$ cat src/rtl/rx_frame_pkg.sv
// rx_frame_pkg: shared types, limits and frame-length helper for the UART
// receive frame register (rx_frame_sr).
// Optional feature macro: RX_FRAME_PARITY_EN adds one parity bit per frame.
package rx_frame_pkg;

  typedef enum logic [0:0] {
    IDLE  = 1'b0,
    SHIFT = 1'b1
  } rx_frame_state_t;

  localparam int MIN_DATA_BITS = 5;
  localparam int MAX_DATA_BITS = 9;
  localparam int MAX_STOP_BITS = 2;

`ifdef RX_FRAME_PARITY_EN
  localparam int PARITY_BITS = 1;
`else
  localparam int PARITY_BITS = 0;
`endif

  // Total serial bits per frame: data, optional parity, stop bits.
  function automatic int frame_bits(input int data_bits, input int stop_bits, input int parity);
    return data_bits + parity + stop_bits;
  endfunction

endpackage

$ cat src/rtl/rx_frame_shifter.sv
// rx_frame_shifter: serial-in / parallel-out chain. New bits enter at the MSB
// and move towards bit 0, so after WIDTH shifts the earliest bit sits at [0].
// Ports:
//   clk, n_rst   clock, asynchronous active-low reset (chain -> all 1s)
//   load_ones_i  synchronous load of all 1s (idle line); wins over shift
//   shift_en_i   shift serial_i into the chain this cycle
//   serial_i     incoming line bit
//   chain_o      current chain contents
module rx_frame_shifter #(
  parameter int WIDTH = 8
) (
  input  logic             clk,
  input  logic             n_rst,
  input  logic             load_ones_i,
  input  logic             shift_en_i,
  input  logic             serial_i,
  output logic [WIDTH-1:0] chain_o
);

  logic [WIDTH-1:0] chain_q;
  logic [WIDTH-1:0] chain_d;

  // Next chain value: idle fill has priority over a shift.
  always_comb begin
    chain_d = chain_q;
    if (load_ones_i) begin
      chain_d = '1;
    end else if (shift_en_i) begin
      chain_d = {serial_i, chain_q[WIDTH-1:1]};
    end else begin
      chain_d = chain_q;
    end
  end

  // Chain register, reset to the idle-line pattern.
  always_ff @(posedge clk or negedge n_rst) begin
    if (!n_rst) begin
      chain_q <= '1;
    end else begin
      chain_q <= chain_d;
    end
  end

  assign chain_o = chain_q;

endmodule

$ cat src/rtl/rx_frame_sr.sv
// rx_frame_sr: UART receive frame register. Counts strobed serial bits,
// and at the frame boundary captures data, parity and stop bits into holding
// registers, pulsing frame_done for one cycle.
// Optional feature macro: RX_FRAME_PARITY_EN (one parity bit after the data).
// Ports:
//   clk, n_rst     clock, asynchronous active-low reset
//   clear          synchronous abort of the partial frame (wins over strobe)
//   shift_strobe   sample serial_in this cycle
//   serial_in      synchronised receive line
//   packet_data    data of the last completed frame
//   stop_bit       AND of the last frame's stop bits
//   frame_done     one-cycle pulse after the final strobe of a frame
//   framing_error  NOT stop_bit of the last frame
//   parity_error   parity check failure of the last frame (0 without parity)
//   busy           a frame is partially received
module rx_frame_sr
  import rx_frame_pkg::*;
#(
  parameter int DATA_BITS  = 8,
  parameter int STOP_BITS  = 1,
  parameter int LSB_FIRST  = 1,
  parameter int PARITY_ODD = 0
) (
  input  logic                 clk,
  input  logic                 n_rst,
  input  logic                 clear,
  input  logic                 shift_strobe,
  input  logic                 serial_in,
  output logic [DATA_BITS-1:0] packet_data,
  output logic                 stop_bit,
  output logic                 frame_done,
  output logic                 framing_error,
  output logic                 parity_error,
  output logic                 busy
);

  localparam int FRAME_BITS = frame_bits(DATA_BITS, STOP_BITS, PARITY_BITS);
  // The counter only ever holds 0..FRAME_BITS-1.
  localparam int CW = $clog2(FRAME_BITS);
  localparam logic [CW-1:0] LAST_CNT = CW'(FRAME_BITS - 1);

  rx_frame_state_t       state_q, state_d;
  logic [CW-1:0]         count_q, count_d;
  logic                  load_s;
  logic [FRAME_BITS-2:0] chain_s;
  logic [FRAME_BITS-1:0] frame_s;
  logic [DATA_BITS-1:0]  data_s;
  logic                  stop_s;

  logic [DATA_BITS-1:0]  packet_data_q;
  logic                  stop_bit_q;
  logic                  frame_done_q;
  logic                  framing_error_q;

  // The chain holds the first FRAME_BITS-1 bits; the final bit is taken
  // straight from serial_in so the capture happens on the final strobe edge.
  rx_frame_shifter #(
    .WIDTH (FRAME_BITS - 1)
  ) u_shifter (
    .clk         (clk),
    .n_rst       (n_rst),
    .load_ones_i (clear),
    .shift_en_i  (shift_strobe),
    .serial_i    (serial_in),
    .chain_o     (chain_s)
  );

  assign frame_s = {serial_in, chain_s};

  // Bit counter / FSM next state; clear discards any same-cycle strobe.
  always_comb begin
    state_d = state_q;
    count_d = count_q;
    load_s  = 1'b0;
    if (clear) begin
      state_d = IDLE;
      count_d = '0;
    end else if (shift_strobe) begin
      case (state_q)
        IDLE: begin
          state_d = SHIFT;
          count_d = CW'(1);
        end
        SHIFT: begin
          if (count_q == LAST_CNT) begin
            state_d = IDLE;
            count_d = '0;
            load_s  = 1'b1;
          end else begin
            count_d = count_q + CW'(1);
          end
        end
        default: begin
          state_d = IDLE;
          count_d = '0;
        end
      endcase
    end else begin
      state_d = state_q;
      count_d = count_q;
    end
  end

  // FSM state and bit counter registers.
  always_ff @(posedge clk or negedge n_rst) begin
    if (!n_rst) begin
      state_q <= IDLE;
      count_q <= '0;
    end else begin
      state_q <= state_d;
      count_q <= count_d;
    end
  end

  // Data bit k (arrival order) maps to [k] or [DATA_BITS-1-k].
  always_comb begin
    data_s = '0;
    for (int k = 0; k < DATA_BITS; k++) begin
      if (LSB_FIRST != 0) begin
        data_s[k] = frame_s[k];
      end else begin
        data_s[DATA_BITS-1-k] = frame_s[k];
      end
    end
  end

  assign stop_s = &frame_s[FRAME_BITS-1 -: STOP_BITS];

  // Holding registers and done pulse, loaded on the final strobe.
  always_ff @(posedge clk or negedge n_rst) begin
    if (!n_rst) begin
      packet_data_q   <= '0;
      stop_bit_q      <= 1'b1;
      frame_done_q    <= 1'b0;
      framing_error_q <= 1'b0;
    end else begin
      frame_done_q <= load_s;
      if (load_s) begin
        packet_data_q   <= data_s;
        stop_bit_q      <= stop_s;
        framing_error_q <= ~stop_s;
      end else begin
        packet_data_q   <= packet_data_q;
        stop_bit_q      <= stop_bit_q;
        framing_error_q <= framing_error_q;
      end
    end
  end

`ifdef RX_FRAME_PARITY_EN
  logic parity_err_s;
  logic parity_error_q;

  // Parity bit sits at frame_s[DATA_BITS], right after the data bits.
  assign parity_err_s = (^frame_s[DATA_BITS:0]) != 1'(PARITY_ODD);

  // Parity flag register, loaded alongside the other holding registers.
  always_ff @(posedge clk or negedge n_rst) begin
    if (!n_rst) begin
      parity_error_q <= 1'b0;
    end else if (load_s) begin
      parity_error_q <= parity_err_s;
    end else begin
      parity_error_q <= parity_error_q;
    end
  end

  assign parity_error = parity_error_q;
`else
  // No parity bit in the frame: the flag is constant 0 and PARITY_ODD has
  // no effect (it is only referenced to keep the parameter in use).
  assign parity_error = 1'b0 & 1'(PARITY_ODD);
`endif

  assign packet_data   = packet_data_q;
  assign stop_bit      = stop_bit_q;
  assign frame_done    = frame_done_q;
  assign framing_error = framing_error_q;
  assign busy          = (state_q == SHIFT);

endmodule

$ cat config.mk
export PLATFORM = sky130hd
export DESIGN_NAME = rx_frame_sr
export DESIGN_NICKNAME = d
export VERILOG_FILES = /design/src/rtl/rx_frame_pkg.sv /design/src/rtl/rx_frame_shifter.sv /design/src/rtl/rx_frame_sr.sv
export SDC_FILE = /design/constraint.sdc
export NUM_CORES = 1
export LEC_CHECK = 0
export BUFFER_PORTS_ARGS = -buffer_cell sky130_fd_sc_hd__buf_4
export CAP_MARGIN = 10
export CORE_UTILIZATION = 43
export DETAILED_ROUTE_END_ITERATION = 8
export GPL_ROUTABILITY_DRIVEN = 1
export GPL_TIMING_DRIVEN = 0
export PLACE_DENSITY = 0.65
export REMOVE_ABC_BUFFERS = 1
export SLEW_MARGIN = 10
export SYNTH_ARGS = -nofsm -noshare
export SYNTH_HDL_FRONTEND = slang
export SYNTH_SLANG_ARGS = --single-unit
$ cat constraint.sdc
create_clock -name clk -period 5.1 [get_ports clk]
set_clock_uncertainty 0.1 [all_clocks]
set_input_delay 1.275 -clock clk [delete_from_list [all_inputs] [get_ports clk]]
set_output_delay 1.275 -clock clk [all_outputs]
set_load 0.03 [all_outputs]
==> impl_results.md, run 1 <==
* Chip Width at 52.0 um
* Hold Startpoint: packet_data[2]
* Max layer used: met4
* Post-route ant nets at 0
* Sequential fraction of the synthesis area at 56.9%
* Fmax at 407 MHz
* Final Hold Vio Count at 0
* Pwr Total at 0.332 mW
* Met1 WL at 839 um
* Setup CP Type: in -> reg
* Layout cell share with drive strength beyond 1 at 41.4%
* Setup crit end kind: flip-flop
* Largest net degree at the start of global routing at 26
* Mux contribution to synthesized area at 11.3%
* Residual DRC at 0
* Worst Path Arrival at 2.56 ns
* Metal2 WL at 845 um
* Setup Viol. Count Final at 0
* Compound-Gate Fraction of Synth Area at 9.42%
* Distinct cells, synth at 26
* Reg-to-Reg Start: count_q[0]
* Peak supply drop at 0.000259 V
* Placed wire-length estimate at 1140 um
* Status: completed
* CTS tree: yes
* Initial DRC count at 4
* Total inserted antenna cells at 0
* Synth async-reset ratio at 100%
* Min Clock Period, post-route at 2.46 ns
* Hold endpoint: packet_data[2]
* Cts repair resizes at 0
* GPL Wtd Cong at 0.711
* Worst skew pair latency at 0.31 ns
* Setup tns final at 0 ns
* Post-Synth Simple-Gate Area at 15.7%
* # nets final at 107
* CTS root buf: clkbuf_4
* Worst Tran Pin Value at 0.581 ns
* # IOs at 18
* FF-to-FF End: packet_data[3]
* Starting Density at 47.3%
* Max Cap Viol at 0
* CTS Buffer Depth at 2
* DRT Wirelength at 1780 um
* Grt total ovfl at 0
* RSZ-0062 raised after global routing: no
* First-pass DRT Iterations at 4
* H-tree levels at 1
* Post-CTS Setup Inserts at 0
* First-pass GRT wire length at 2970 um
* Yosys warns at 0
* PD cells at 269 nW/um^2
* PortBufs at 16
* Combinational family with the most area after synthesis: simple AND/OR/NAND/NOR gates
* DR vias/cell at 5.28
* Core ar. at 2280 um^2
* Hold Path Class: reg -> reg
* Pleak at 0.592 nW
* GR Util All Layers at 15.6%
* Antenna violations before repair at 0
* Area growth syn-to-layout at 14.8%
* Period utilization at 48.2%
* Hold Path Cell Cnt at 1
* Top_reg_cell synth: dfrtp_1
* Die Y at 52.0 um
* Clk sinks at 24
* CTS buffer count at 3
* Wire per inst at 14.0 um
* Clock-pin slew on the worst setup and hold paths at 0.12 ns
* Area share of fa/ha/maj cells after synthesis at 2.33%
* Post-synth EDFFs at 0
* Worst Path Max Fanout at 25
* Routed wire length on met3 at 81 um
* Post-Syn Area at 1080 um^2
* Post-Synthesis Cells at 84
* Flop2flop setup slack at 3.11 ns
* Vias in the first global route at 624
* CTS Hold Bufs at 0
* Fillers at 194
* Die footprint at 2710 um^2
* Synthesized area per cell at 12.8 um^2
* Cells on worst reg2reg path at 5
* Xor and xnor area share after synthesis at 0%
* Final Max Slew Viols at 0
* Via count at 670
* Rows at 17
* Crit path required time at 5.21 ns
* Relative slew slack at 61.1%
* Crit start category: input port
* Synth Register Bits at 24
-- cell type report --
cell class                 count  area (um^2)  area share (%)
clock buffer                   4         36.3            2.94
inverter                       3         11.3           0.912
multi-input combinational     52          420            34.0
sequential                    24          612            49.5
tap                           28         35.0            2.84
timing repair buffer          16          120            9.73
-- cell usage in the layout (no fill, tap or decap), drive strengths merged --
master | netlist | final
buf | 4 | 16
dfrtp | 15 | 15
mux2 | 9 | 9
nor2b | 9 | 9
dfstp | 9 | 9
a211o | 8 | 8
clkbuf | 1 | 4
inv | 3 | 3
nor2 | 3 | 3
a21oi | 3 | 3
nor3 | 3 | 3
nand2 | 2 | 2
mux2i | 2 | 2
nand3 | 2 | 2
nand2b | 2 | 2
ha | 2 | 2
nand3b | 1 | 1
and2b | 1 | 1
or2b | 1 | 1
o32ai | 1 | 1
and3b | 1 | 1
o211ai | 1 | 1
conb | 1 | 1
-- metrics by stage --
stage / hold WS, ns / worst slack (ns) / instance area (um^2) / util, % / cells
CTS: 0.431 / 2.64 / 1230 / 54.3 / 127
global placement: 0.394 / 2.34 / 1200 / 52.7 / 123
global route: 0.442 / 2.55 / 1230 / 54.3 / 127
floorplan: 0.441 / 2.78 / 1040 / - / 79
detailed placement: 0.401 / 2.29 / 1200 / 52.7 / 123
finish: 0.425 / 2.64 / 1230 / 54.3 / 127
-- where the power goes --
group,internal (mW),total (mW),switching [mW],leakage [nW]
clock,0.0436,0.0976,0.0540,0.0210
combinational,0.0117,0.0300,0.0183,0.275
sequential,0.200,0.205,0.00501,0.296
total,0.255,0.332,0.0773,0.592
-- cells by family (layout without fill, tap and decap cells) --
family | Yosys count | after routing
mux | 11 | 11
compound gates | 13 | 13
simple gates | 25 | 25
buf+inv | 8 | 23
other cells | 1 | 1
fa+ha+maj | 2 | 2
flops | 24 | 24
-- Yosys cell counts (3+ instances only) --
| master | n | share of area [%] |
|---|---|---|
| dfrtp_1 | 15 | 35 |
| dfstp_2 | 9 | 22 |
| mux2_2 | 9 | 9.4 |
| nor2b_1 | 9 | 5.2 |
| a211o_1 | 8 | 6.5 |
| a21oi_1 | 3 | 1.4 |
| inv_1 | 3 | 1.0 |
| nor2_1 | 3 | 1.0 |
-- worst max-delay path by stage --
stage / start / to / slack [ns]
6_report: shift_strobe / packet_data[3] / 2.64
5_1_grt: shift_strobe / packet_data[4] / 2.55
4_1_cts: shift_strobe / packet_data[3] / 2.64
3_5_place_dp: shift_strobe / packet_data[3] / 2.29
3_3_place_gp: shift_strobe / packet_data[3] / 2.34
2_1_floorplan: shift_strobe / packet_data[0] / 2.78
-- critical path: stages --
cell and delay (ns):
buf_4 0.23, nand2_1 0.16, nor3_4 0.47, mux2_2 0.41
-- state kept, by name, summed over array words and instances (netlist names) --
register and flops:
packet_data 8, u_shifter.chain_o 8, count_q 4, busy 1
frame_done 1, framing_error 1, stop_bit 1
-- metal layers --
metal,vias to the layer above,global-route usage (%)
met3,2,6.43
met2,17,24.4
met5,-,0
met4,0,3.60
met1,333,20.0
li1,318,-
Note: power is estimated with default switching activity, not from simulation.
==> inputs of run 2 (changes only) <==
--- a/config.mk
+++ b/config.mk
@@ -5,6 +5,7 @@
 export SDC_FILE = /design/constraint.sdc
 export NUM_CORES = 1
 export LEC_CHECK = 0
+export ABC_AREA = 1
 export BUFFER_PORTS_ARGS = -buffer_cell sky130_fd_sc_hd__buf_4
 export CAP_MARGIN = 10
 export CORE_UTILIZATION = 43
==> constraint.sdc (replaced) <==
create_clock -name clk -period 2.3 [get_ports clk]
set_clock_uncertainty 0.1 [all_clocks]
set_input_delay 0.575 -clock clk [delete_from_list [all_inputs] [get_ports clk]]
set_output_delay 0.575 -clock clk [all_outputs]
set_load 0.03 [all_outputs]
==> impl_results.md, run 2 <==
* Status: completed
* CTS root buf: clkbuf_4
* Post-Synthesis Cells at 118 (+40%)
* Synth top cells by count: nand2_1 (32), o21ai_0 (18), dfrtp_1 (15)
* Min Clock Period, post-route at 1.89 ns
* Switching share of power at 23.5% (+0.28 points)
* Post-Synth Simple-Gate Area at 17.8% (+2.1 points)
* Residual DRC at 0 (unchanged)
* Synthesized area per cell at 8.98 um^2 (-30%)
* Sequential fraction of the synthesis area at 57.7% (+0.87 points)
* Total inserted antenna cells at 0 (unchanged)
* Worst skew pair latency at 0.31 ns (about the same)
* Yosys top cell area share at 35.4% (+0.54 points)
* Core ar. at 2280 um^2 (unchanged)
* Synth async-reset ratio at 100% (unchanged)
* Initial DRC count at 11 (+7)
* DRT Wirelength at 1920 um (+7.7%)
* Cts repair resizes at 0 (unchanged)
* Pre-CTS setup slack at 0.407 ns (-1.89 ns)
* Setup Viol. Count Final at 0 (unchanged)
* Compound-Gate Fraction of Synth Area at 14.4% (+5.0 points)
* Period utilization at 82.1%
* Post-route ant nets at 0 (unchanged)
* RSZ-0062 raised after global routing: no
* Via count at 804 (+20%)
* Distinct cells, synth at 21 (-19%)
* Placed wire-length estimate at 1340 um (+18%)
* Largest net degree at the start of global routing at 25 (-3.8%)
* Switching power of the nets at 0.171 mW (+120%)
* PD cells at 599 nW/um^2 (+120%)
* Fillers at 207 (+6.7%)
* Mux contribution to synthesized area at 0% (-11 points)
* Wire per inst at 11.9 um (-15%)
* Yosys warns at 0 (unchanged)
* Final Hold Vio Count at 0 (unchanged)
* Vias in the first global route at 743 (+19%)
* Chip Width at 51.6 um (-0.73%)
* Crit path required time at 2.45 ns (-2.76 ns)
* Setup tns final at 0 ns (unchanged)
* Layout cell share with drive strength beyond 1 at 25.6% (-16 points)
* Placed insts at 157 (+28%)
* GPL Wtd Cong at 0.763 (+7.3%)
* Setup crit end kind: flip-flop
* Layout Cells excl Fill at 161 (+27%)
* Die Y at 51.6 um (-0.73%)
* Post-Syn Area at 1060 um^2 (-1.5%)
* DR vias/cell at 4.99 (-5.3%)
* Setup CP Type: reg -> reg
* Die footprint at 2670 um^2 (-1.5%)
* Combinational family with the most area after synthesis: simple AND/OR/NAND/NOR gates
* Max Cap Viol at 0 (unchanged)
* Worst Path Arrival at 2.04 ns (-0.52 ns)
* Design Area, Final at 1210 um^2 (-1.6%)
* Top_reg_cell synth: dfrtp_1
* GR Util All Layers at 17.0% (+1.4 points)
* CTS buffer count at 3 (unchanged)
* Combinational Power Share at 7.6% (-1.4 points)
* # nets final at 141 (+32%)
* Final Max Slew Viols at 0 (unchanged)
* Antenna violations before repair at 0 (unchanged)
* Commonest non-fill, non-tap cell in the layout: nand2_1
* Area share of fa/ha/maj cells after synthesis at 2.36% (+0.036 points)
* Clock power share at 30.0% (+0.6 points)
* Crit start category: flip-flop
* CTS Hold Bufs at 0 (unchanged)
* Worst setup margin at 0.413 ns (-2.23 ns)
* Cell taking the most area after synthesis: dfrtp_1
* Synth Register Bits at 24 (unchanged)
* Area growth syn-to-layout at 14.6%
* WHS at 0.0317 ns (-0.393 ns)
* Most frequent cells in the layout: nand2_1 (32), o21ai_0 (18), buf_4 (16), dfrtp_1 (15), a21oi_1 (10)
* Clock-pin slew on the worst setup and hold paths at 0.13 ns (about the same)
* Internal power at 0.556 mW (+120%)
* H-tree levels at 1 (unchanged)
* CTS Buffer Depth at 2 (unchanged)
* Fmax at 530 MHz
* CP Launch Point: count_q[0]
* PortBufs at 16 (unchanged)
* Rows at 17 (unchanged)
* Area after DPL at 1180 um^2 (-1.7%)
* Post-CTS Setup Inserts at 0 (unchanged)
* Hold Path Class: in -> async
* Pleak at 0.632 nW (+6.7%)
* Peak supply drop at 0.000402 V (+55%)
* Most common cell in the netlist: nand2_1
* Reg-to-Reg Start: count_q[0]
* Starting Density at 46.6% (-0.71 points)
* Xor and xnor area share after synthesis at 0% (unchanged)
* First-pass GRT wire length at 3330 um (+12%)
* CTS tree: yes
* Clk sinks at 24 (unchanged)
* Grt total ovfl at 0 (unchanged)
* Worst Path Max Fanout at 12 (-52%)
* Synth area leaders: dfrtp_1 (35%), dfstp_2 (22%), nand2_1 (11%), o21ai_0 (8.5%), a21oi_1 (4.7%)
* First-pass DRT Iterations at 4 (unchanged)
* Flop pwr share at 62.4% (+0.8 points)
* Post-synth EDFFs at 0 (unchanged)
* # IOs at 18 (unchanged)
[run 2: worst paths after layout]
path / endpoint / slack [ns] / depth (start not counted)
worst min register to register: u_shifter.chain_o[0] / 0.38 / 2
max in group asynchronous: u_shifter.chain_o[0] / 1.78 / 1
worst max register to register: packet_data[6] / 0.41 / 6
worst min-delay path: framing_error / 0.03 / 1
min in group clk: stop_bit / 0.37 / 3
worst max-delay path: packet_data[6] / 0.41 / 6
[run 2: metrics by stage]
stage,power (mW),util (%)
finish,0.727,53.4
global route,0.758,53.4
CTS,0.737,53.4
detailed placement,0.517,51.8
global placement,0.515,51.8
floorplan,0.488,-
[run 2: logic make-up after synthesis]
family,Yosys count
simple gates,45
compound gates,30
flops,24
buf+inv,16
fa+ha+maj,2
other cells,1
[run 2: power groups by stage]
stage                     Sequential, mW  Combinational [mW]  Clock [mW]
after floorplan                    0.460              0.0275           0
after global placement             0.460              0.0553           0
after detailed placement           0.461              0.0562           0
after CTS                          0.453              0.0563       0.228
after global routing               0.455              0.0636       0.239
final                              0.453              0.0554       0.218
[run 2: layout make-up]
class / instances / area (um^2) / share of cell area [%]
Clock buffer: 4 / 36.3 / 2.99
Inverter: 11 / 41.3 / 3.40
Multi-Input combinational cell: 78 / 370 / 30.5
Sequential cell: 24 / 612 / 50.4
Tap cell: 28 / 35.0 / 2.88
Timing Repair Buffer: 16 / 120 / 9.89
[run 2: metal layers]
layer | part of all wire [%] | up-vias | GRT usage [%]
met5 | 0 | - | 0
met4 | 0.52 | 0 | 5.41
met3 | 3.2 | 2 | 3.51
met2 | 46 | 16 | 27.1
met1 | 50 | 376 | 23.1
li1 | - | 410 | -
[run 2: critical path, cell delays in order (launching register included)]
cell,delay (ns)
dfrtp_1,0.45
inv_1,0.11
ha_1,0.17
nand3_1,0.36
nor2_2,0.48
nand2_1,0.09
nand2_1,0.08
